`src/rtl/pipeline_pkg.sv`:
```
// Shared definitions for the inter-stage pipeline registers: default widths,
// the NOP encoding shown on empty stages and the control-bit layout.
package pipeline_pkg;

    localparam int          CTRL_WIDTH_DEFAULT = 4;
    localparam logic [31:0] NOP_INSTR_DEFAULT  = 32'h0000_0000;

    // Position of each control bit inside the ctrl field
    localparam int CTRL_REG_EN  = 0;
    localparam int CTRL_MUX_SEL = 1;
    localparam int CTRL_MEM_EN  = 2;
    localparam int CTRL_ALU_EN  = 3;

    // Where the main entry takes its next contents from on a clock edge
    typedef enum logic [1:0] {
        MAIN_HOLD,
        MAIN_FROM_SKID,
        MAIN_FROM_IN,
        MAIN_EMPTY
    } main_sel_e;

endpackage

```
`src/rtl/pipe_slot.sv`:
```
// One pipeline entry: a valid bit plus its {ctrl, pc, instr} payload.
// clear wins over load; the payload only changes when an entry is loaded,
// so an emptied slot keeps its last contents.
module pipe_slot
    import pipeline_pkg::*;
#(
    parameter int WIDTH = 68
) (
    input  logic             clk,
    input  logic             reset,
    input  logic             load,
    input  logic             clear,
    input  logic [WIDTH-1:0] d,
    output logic [WIDTH-1:0] q,
    output logic             valid
);

    // Valid flag: cleared by reset or clear, set whenever an entry is loaded
    always_ff @(posedge clk or posedge reset) begin
        if (reset) begin
            valid <= 1'b0;
        end else if (clear) begin
            valid <= 1'b0;
        end else if (load) begin
            valid <= 1'b1;
        end
    end

    // Payload register: captures d only on a real load, never on a clear
    always_ff @(posedge clk or posedge reset) begin
        if (reset) begin
            q <= '0;
        end else if (load && !clear) begin
            q <= d;
        end
    end

endmodule

```
`src/rtl/pipeline_stage_reg.sv`:
```
// Inter-stage pipeline register with a valid/ready handshake. A main entry
// drives the outputs and a skid entry catches the one extra transfer that
// arrives while a stall is propagating, so in_ready comes straight from a
// flop and never depends combinationally on out_ready.
module pipeline_stage_reg
    import pipeline_pkg::*;
#(
    parameter int                     CTRL_WIDTH  = CTRL_WIDTH_DEFAULT,
    parameter int                     PC_WIDTH    = 32,
    parameter int                     INSTR_WIDTH = 32,
    parameter logic [INSTR_WIDTH-1:0] NOP_INSTR   = INSTR_WIDTH'(NOP_INSTR_DEFAULT),
    parameter int                     CNT_WIDTH   = 16
) (
    input  logic                   clk,
    input  logic                   reset,
    input  logic                   flush,
    input  logic                   in_valid,
    output logic                   in_ready,
    input  logic [CTRL_WIDTH-1:0]  in_ctrl,
    input  logic [PC_WIDTH-1:0]    in_pc,
    input  logic [INSTR_WIDTH-1:0] in_instr,
    output logic                   out_valid,
    input  logic                   out_ready,
    output logic [CTRL_WIDTH-1:0]  out_ctrl,
    output logic [PC_WIDTH-1:0]    out_pc,
    output logic [INSTR_WIDTH-1:0] out_instr,
    output logic [CNT_WIDTH-1:0]   bubble_cnt
);

    localparam int                   PAYLOAD_WIDTH = CTRL_WIDTH + PC_WIDTH + INSTR_WIDTH;
    localparam logic [CNT_WIDTH-1:0] CNT_MAX       = '1;

    logic                     acc;
    logic                     emit;
    logic                     m_valid;
    logic                     s_valid;
    logic                     m_load;
    logic                     m_clear;
    logic                     s_load;
    logic                     s_clear;
    main_sel_e                m_sel;
    logic [PAYLOAD_WIDTH-1:0] in_payload;
    logic [PAYLOAD_WIDTH-1:0] m_d;
    logic [PAYLOAD_WIDTH-1:0] m_q;
    logic [PAYLOAD_WIDTH-1:0] s_q;

    assign in_payload = {in_ctrl, in_pc, in_instr};

    // s_valid is a flop, so in_ready is registered; it resets to 1 with the skid
    assign in_ready = ~s_valid;
    assign acc      = in_valid & in_ready;
    assign emit     = m_valid & out_ready;

    // Decide how main and skid move this edge; flush overrides every transfer
    always_comb begin
        m_sel   = MAIN_HOLD;
        s_load  = 1'b0;
        s_clear = 1'b0;
        if (flush) begin
            m_sel   = MAIN_EMPTY;
            s_clear = 1'b1;
        end else if (!m_valid) begin
            if (acc) begin
                m_sel = MAIN_FROM_IN;
            end
        end else if (emit) begin
            s_clear = 1'b1;
            if (s_valid) begin
                m_sel = MAIN_FROM_SKID;
            end else if (acc) begin
                m_sel = MAIN_FROM_IN;
            end else begin
                m_sel = MAIN_EMPTY;
            end
        end else if (acc) begin
            s_load = 1'b1;
        end
    end

    // Turn the main-entry selection into slot controls and its data source
    always_comb begin
        m_load  = (m_sel == MAIN_FROM_SKID) || (m_sel == MAIN_FROM_IN);
        m_clear = (m_sel == MAIN_EMPTY);
        m_d     = (m_sel == MAIN_FROM_SKID) ? s_q : in_payload;
    end

    pipe_slot #(
        .WIDTH (PAYLOAD_WIDTH)
    ) u_main (
        .clk   (clk),
        .reset (reset),
        .load  (m_load),
        .clear (m_clear),
        .d     (m_d),
        .q     (m_q),
        .valid (m_valid)
    );

    pipe_slot #(
        .WIDTH (PAYLOAD_WIDTH)
    ) u_skid (
        .clk   (clk),
        .reset (reset),
        .load  (s_load),
        .clear (s_clear),
        .d     (in_payload),
        .q     (s_q),
        .valid (s_valid)
    );

    // Present the main entry, masking ctrl and instr whenever it is empty
    always_comb begin
        out_valid = m_valid;
        out_pc    = m_q[INSTR_WIDTH +: PC_WIDTH];
        out_ctrl  = '0;
        out_instr = NOP_INSTR;
        if (m_valid) begin
            out_ctrl  = m_q[INSTR_WIDTH + PC_WIDTH +: CTRL_WIDTH];
            out_instr = m_q[0 +: INSTR_WIDTH];
        end
    end

    // Count cycles where downstream was ready but had nothing to take; saturates, flush leaves it alone
    always_ff @(posedge clk or posedge reset) begin
        if (reset) begin
            bubble_cnt <= '0;
        end else if (out_ready && !m_valid && (bubble_cnt != CNT_MAX)) begin
            bubble_cnt <= bubble_cnt + 1'b1;
        end
    end

endmodule

```
`config.mk`:
```
export PLATFORM = sky130hd
export DESIGN_NAME = pipeline_stage_reg
export DESIGN_NICKNAME = d
export VERILOG_FILES = /design/src/rtl/pipeline_pkg.sv /design/src/rtl/pipe_slot.sv /design/src/rtl/pipeline_stage_reg.sv
export SDC_FILE = /design/constraint.sdc
export NUM_CORES = 1
export LEC_CHECK = 0
export BUFFER_PORTS_ARGS = -buffer_cell sky130_fd_sc_hd__buf_2
export CAP_MARGIN = 5
export CORE_MARGIN = 3
export CORE_UTILIZATION = 40
export CTS_BUF_LIST = sky130_fd_sc_hd__clkbuf_4
export DETAILED_ROUTE_END_ITERATION = 10
export PLACE_DENSITY = 0.72
export SKIP_LAST_GASP = 1
export SLEW_MARGIN = 20
export SYNTH_ARGS = -nofsm -noshare
export SYNTH_HDL_FRONTEND = slang
export SYNTH_SLANG_ARGS = --single-unit
export TNS_END_PERCENT = 50
```
`constraint.sdc`:
```
create_clock -name clk -period 6.95 [get_ports clk]
set_clock_uncertainty 0.15 [all_clocks]
set_input_delay 1.0425 -clock clk [delete_from_list [all_inputs] [get_ports clk]]
set_output_delay 1.0425 -clock clk [all_outputs]
set_load 0.02 [all_outputs]
```
==> results of run 1 <==
[final cells by class]
class / instances / area, µm² / area share
Clock buffer: 19 / 143 / 0.0177
Clock inverter: 13 / 175 / 0.0217
Inverter: 7 / 31.3 / 0.00387
Multi-Input combinational cell: 374 / 2770 / 0.343
Sequential cell: 154 / 3850 / 0.477
Tap cell: 220 / 275 / 0.0341
Timing Repair Buffer: 163 / 828 / 0.103
[placed cells by master (no fill, tap or decap), types with 2 or more instances in the layout]
cell type / n
buf_2: 158
dfrtp_1: 154
a21oi_1: 72
nor2_1: 70
mux2_2: 70
mux2i_1: 68
and2_1: 37
clkbuf_4: 19
xor2_1: 10
inv_1: 5
nand2_1: 5
nand3_1: 5
buf_4: 5
nand4_1: 4
nor4_1: 4
bufinv_16: 4
nor3_1: 3
o21ai_0: 3
a211oi_1: 3
clkinv_1: 3
o21a_1: 2
inv_6: 2
xnor2_1: 2
o31ai_1: 2
clkinv_4: 2
clkinv_2: 2
[cells by family after synthesis]
logic type | count (synthesis)
simple gates | 136
flops | 154
compound gates | 86
buf+inv | 74
xor+xnor | 12
fa+ha+maj | 2
mux | 138
[per-layer routing]
metal	wire [µm]	vias to the layer above	GRT usage
met1	6680	2282	0.206
met4	151	2	0.0442
li1	-	2283	-
met2	6550	123	0.234
met5	13	-	0
met3	877	11	0.0480
[how the worst max path moves through the flow]
| stage | cells after the start | slack [ns] | to | from |
|---|---|---|---|---|
| global placement | 8 | 3.54 | u_main.q[36] | in_valid |
| finish | 3 | 3.73 | out_instr[11] | u_main.valid |
| detailed placement | 8 | 3.43 | u_main.q[63] | in_valid |
| CTS | 3 | 3.62 | out_ctrl[0] | u_main.valid |
| global route | 7 | 3.43 | u_main.q[9] | u_main.valid |
| floorplan | 1 | 1.61 | bubble_cnt[0] | reset |
[synth_stat cells (all sizes together)]
cell and number:
a2111oi 1, a211oi 3, a21boi 1, a21oi 72, a31oi 1, and2 37, and3 1, and4 1
buf 47, clkbuf 20, dfrtp 154, ha 2, inv 7, mux2 70, mux2i 68, nand2 6
nand3 6, nand4 4, nor2 70, nor2b 1, nor3 3, nor4 5, nor4b 1, o21a 2
o21ai 3, o311ai 1, o31ai 2, or3 1, xnor2 2, xor2 10
[per-stage QoR]
| step | power [W] | setup slack (ns) | std cells | utilization |
|---|---|---|---|---|
| 6_report | 0.00287 | 3.73 | 950 | 0.478 |
| 5_1_grt | 0.00306 | 3.43 | 950 | 0.478 |
| 4_1_cts | 0.00291 | 3.62 | 950 | 0.478 |
| 3_5_place_dp | 0.00229 | 3.43 | 918 | 0.459 |
| 3_3_place_gp | 0.00227 | 3.54 | 918 | 0.459 |
| 2_1_floorplan | 0.00208 | 1.61 | 602 | - |
[worst max-delay path: stages (launching register included)]
cell	delay, ns
dfrtp_1	0.76
buf_4	0.37
and2_1	0.20
buf_2	0.17
[where the power goes]
part	switching, W	internal, W	total (W)
clock network	0.000315	0.000291	0.000606
registers	0.000169	0.00120	0.00137
logic	0.000518	0.000381	0.000899
[state kept, by name (all words and copies together) (netlist names)]
signal and cells:
u_skid.q 68, u_main.q 68, bubble_cnt 16, u_main.valid 1
u_skid.valid 1
==> impl_metrics.csv, run 1 <==
group,metric,value,unit
run_status,run_status,"finished clean",
synthesis,synth_top_family_by_area,"multiplexers",
clocking,cts_tree,"done",
sta,hold_viol_final,0,
placement,io_buffers,158,
synthesis,yosysWarnings,0,
layout,drive_above_1_share,0.370,
clocking,cts_sinks,154,
worst_setup_path,required,5.76,ns
sta,finalSetupViolCount,0,
floorplanning,fp.coreArea,16900,µm²
clocking,post_cts_resized,0,
synthesis,synth_seq_cells,154,
layout,fill_cells,1555,
synthesis,synth-xor-area-share,0.0150,
flow_run,drv_cap,0,
worst_setup_path,rr_startpoint,"u_main.valid",
clocking,postCtsHoldBufs,0,
floorplanning,rows,47,
floorplanning,die_height,139,µm
clocking,clk_latency,0.53,ns
global_routing,grt_first_pass_wirelength,23.9,mm
placement,gp_congestion,0.773,
worst_setup_path,start_kind,"register",
route,wire_per_inst,15.0,µm
clocking,h-tree-depth,4,
route,routed_wl,14.3,mm
synthesis,ys_types,36,
layout,stdcell_area,8070,µm²
sta,tightest_slew,0.924,ns
route,drc,0,
layout,antennaDiodeCount,0,
synthesis,netlist.top_cell.by_area,"dfrtp_1",
clocking,path_clk_slew,0.13,ns
synthesis,synth_compound_area_frac,0.0663,
global_routing,grt_usage,0.151,
route,drt_iter0_drc,235,
clocking,cts_made_buffers,17,
synthesis,synth.cell_area,7020,µm²
placement,dp_hpwl,9.45,mm
floorplanning,die_w,139,µm
worst_setup_path,worst-r2r-setup-slack,3.81,ns
global_routing,grt_max_degree,85,
floorplanning,ioPinCount,159,
layout,nets,792,
sta,fmax,311,MHz
route,routed_via_density,4.95,
synthesis,synth_adder_area_share,0.00356,
sta,holdWs,0.366,ns
synthesis,muxShareOfSynthArea,0.209,
synthesis,ys_top_cells_by_area,"dfrtp_1 (55%), mux2_2 (11%), mux2i_1 (9.7%), a21oi_1 (5.1%), nor2_1 (3.7%)",
synthesis,synth-seq-area-share,0.549,
synthesis,netlist_instances,602,
synthesis,synth_fp_nets,677,
sta,drv_slew,0,
clocking,cts_setup_buffers,0,
clocking,root_buffer,"clkbuf_4",
sta,setup_tns,0,ns
worst_setup_path,critPathKind,"register to primary output",
min_path,worstHoldEndpoint,"u_skid.q[53]",
worst_setup_path,reg2reg_depth,7,
power_and_ir_drop,leakagePower,4.15,nW
min_path,hp-class,"register to register",
placement,placed_cell_area,7750,µm²
clocking,ctsLongestPathBuffers,2,
synthesis,synth_top_area_frac,0.549,
sta,max-slew-margin-rel,0.384,
route,drtPass1Iterations,4,
worst_setup_path,cp_max_fo,24,
layout,areaGrowthSynthToFinish,14.9,%
sta,fin_crit_sh,0.463,
sta,rsz0062_at_grt,"false",
min_path,min_from,"u_skid.q[53]",
floorplanning,die_area,19200,µm²
sta,period_minus_slack,3.22,ns
route,antenna_left,0,
worst_setup_path,worstPathArrival,2.03,ns
route,vias,4701,
global_routing,grt.overflow.total,0,
power_and_ir_drop,power_density,356,nW/µm²
power_and_ir_drop,vdd_drop_max,0.177,mV
worst_setup_path,end_kind,"primary output",
global_routing,grt_pass1_vias,4673,
synthesis,yosys.area_share.simple,0.0957,
floorplanning,start_util,0.416,
min_path,hold_path_depth,1,
synthesis,avgSynthCellArea,11.7,µm²
global_routing,antenna_found_initial,1,
worst_setup_path,regToRegEndpoint,"u_main.q[64]",
No activity file was read; power rests on OpenSTA's default activity.
==> run 2, diff against run 1 <==
- ABC_AREA: default -> 1
- PLACE_DENSITY: 0.72 -> 0.71
- clock period: 6.95 -> 3.19 ns (I/O delays scaled with it)
==> impl_metrics.csv, run 2 <==
group,metric,value,unit
worst_setup_path,worstPathArrival,1.84,ns
sta,setup_ws,0.718,ns
placement,io_buffers,158,
route,antenna_left,0,
power_and_ir_drop,swShare,0.410,
sta,tightest_slew,0.799,ns
clocking,clk_latency,0.53,ns
sta,finalSetupViolCount,0,
power_and_ir_drop,switchingPower,0.00268,W
synthesis,synth_top_area_frac,0.490,
synthesis,netlist_instances,1083,
global_routing,grt_pass1_vias,6411,
global_routing,top_usage_layer,"met2",
sta,rsz0062_at_grt,"false",
power_and_ir_drop,leakagePower,5.34,nW
global_routing,grt_max_degree,75,
placement,gp_congestion,0.808,
clocking,cts_tree,"done",
floorplanning,die_w,146,µm
layout,final_common_cell,"nand2_1",
synthesis,yosys-top-cells-count,"nand2_1 (391), inv_1 (188), dfrtp_1 (154), nand3_1 (143), o21ai_0 (70)",
layout,final_cell_mix,"nand2_1 (390), inv_1 (187), buf_2 (158)",
floorplanning,rows,50,
worst_setup_path,slowest_stage,"dfrtp_2",
worst_setup_path,critPathKind,"register to primary output",
floorplanning,fp.coreArea,19000,µm²
power_and_ir_drop,power_density,722,nW/µm²
layout,fin_cells,1471,
floorplanning,die_area,21400,µm²
synthesis,netlist.top_cell.by_area,"dfrtp_1",
synthesis,avgSynthCellArea,7.27,µm²
clocking,root_buffer,"clkbuf_4",
synthesis,synth.most_common_cell,"nand2_1",
clocking,cts_made_buffers,17,
power_and_ir_drop,comb_power_share,0.370,
global_routing,grt_use_met1,0.249,
route,routed_via_density,4.66,
run_status,run_status,"finished clean",
layout,drive_above_1_share,0.176,
power_and_ir_drop,power.internal,0.00385,W
route,routed_wl,19.1,mm
placement,dp_hpwl,12.3,mm
worst_setup_path,crit_chain,"buf_4 -> nand2_1 -> inv_1 -> buf_2",
worst_setup_path,start_kind,"register",
placement,place_inst,1425,
floorplanning,ioPinCount,159,
sta,drv_slew,0,
placement,pre_cts_ws,0.658,ns
synthesis,synth_fp_nets,1158,
layout,nets,1273,
synthesis,synth-seq-area-share,0.490,
clocking,h-tree-depth,4,
worst_setup_path,end_kind,"primary output",
sta,max-slew-margin-rel,0.467,
sta,period_minus_slack,2.47,ns
route,drtPass1Iterations,5,
synthesis,synth_seq_cells,154,
clocking,cts_sinks,154,
global_routing,use_met2,0.297,
synthesis,yosysWarnings,0,
synthesis,ys_top_cells_by_area,"dfrtp_1 (49%), nand2_1 (19%), nand3_1 (9.1%), inv_1 (9.0%), o21ai_0 (4.5%)",
clocking,path_clk_slew,0.13,ns
min_path,hp-class,"input pin to register",
global_routing,use_met3,0.0453,
route,vias,6851,
global_routing,grt_first_pass_wirelength,32.3,mm
clocking,ctsLongestPathBuffers,2,
route,drc,0,
sta,fmax,405,MHz
sta,fin_crit_sh,0.775,
synthesis,synthFlopType,"dfrtp_1",
sta,setup_tns,0,ns
global_routing,grt_usage,0.183,
floorplanning,die_height,146,µm
worst_setup_path,cp_max_fo,33,
global_routing,grt.overflow.total,0,
worst_setup_path,required,2.56,ns
worst_setup_path,cpPeakStageDelay,0.51,ns
layout,top_regs,"u_main.q (68), u_skid.q (68), bubble_cnt (16)",
route,wire_per_inst,13.0,µm
synthesis,ys_types,21,
route,drt_iter0_drc,516,
floorplanning,start_util,0.414,
synthesis,synth.cell_area,7870,µm²
global_routing,antenna_found_initial,1,
flow_run,drv_cap,0,
power_and_ir_drop,p_seq_frac,0.466,
synthesis,synthArstFlopShare,1.00,
synthesis,synth_edf_count,0,
layout,areaGrowthSynthToFinish,14.9,%
power_and_ir_drop,clkPwrFrac,0.165,
power_and_ir_drop,vdd_drop_max,0.352,mV
sta,hold_viol_final,0,
==> run 2: cell types whose count changed in the layout (fill, tap and decap cells not counted), sizes merged, moves of 5 or more <==
cell | previous run | this run
a21oi | 72 | 1
and2 | 37 | 0
buf | 163 | 171
dlygate4sd3 | 0 | 14
inv | 8 | 191
mux2 | 70 | 0
mux2i | 68 | 0
nand2 | 6 | 392
nand3 | 6 | 143
nor2 | 70 | 22
nor4 | 5 | 0
o21ai | 3 | 75
xor2 | 10 | 1
==> run 2: worst paths after layout <==
| path | start | end | slack, ns | cells after the start |
|---|---|---|---|---|
| worst max register to register | u_main.valid | u_main.q[32] | 0.78 | 9 |
| worst min register to register | u_main.q[22] | u_main.q[22] | 0.34 | 2 |
| max in group asynchronous | reset | u_skid.q[55] | 1.77 | 4 |
| min in group asynchronous | reset | bubble_cnt[15] | 0.35 | 3 |
| worst max-delay path | u_main.valid | out_instr[30] | 0.72 | 4 |
| worst min-delay path | in_instr[13] | u_skid.q[13] | 0.05 | 3 |
==> run 2: cell families after synthesis <==
kind of cell             Yosys count  synth area share
buffers and inverters            281             0.156
adder cells (fa/ha/maj)            2           0.00318
XOR/XNOR                           7           0.00779
AND/OR/NAND/NOR                  563             0.295
AO/OA/AOI/OAI                     76            0.0483
flip-flops                       154             0.490
==> run 2: layer usage <==
layer  vias to the layer above  part of all wire
met3                        11             0.048
met1                      3193              0.47
met4                         0            0.0093
met2                       172              0.47
met5                         -                 0
li1                       3475                 -
==> run 2: critical path, delay by kind of cell, from the launching register on <==
kind          cells  cell delay, ns
flops             1            0.51
buf+inv           3            0.65
simple gates      1            0.14
==> run 2: power by group through the flow <==
stage                     combinational, W  clock [W]  sequential (W)
final                              0.00241    0.00108         0.00304
after global routing               0.00274    0.00120         0.00313
after CTS                          0.00245    0.00112         0.00304
after detailed placement           0.00243          0         0.00307
after global placement             0.00238          0         0.00306
after floorplan                    0.00192          0         0.00300
==> run 2: what timing repair did <==
action,CTS,global route
buffers inserted,0,0
hold endpoints to repair,29,2
hold buffers,12,2
setup endpoints to repair,0,0
gates resized for setup,0,0
==> run 2: final cells by class <==
type,count,area (µm²)
clock inverters,10,78.8
flip-flops and latches,154,3850
fillers,1895,9980
repair buffers,185,1080
clock buffers,21,158
well taps,260,325
diodes,1,2.50
multi-input cells,648,2820
inverters,192,724
==> run 2: through the flow <==
stage	total power, W	instance area (µm²)	hold WS, ns	util
floorplan	0.00492	7880	0.299	-
CTS	0.00661	9020	0.00124	0.474
detailed placement	0.00550	8660	0.310	0.456
global route	0.00707	9040	0.00231	0.475
global placement	0.00543	8660	0.312	0.456
finish	0.00653	9040	0.0516	0.475
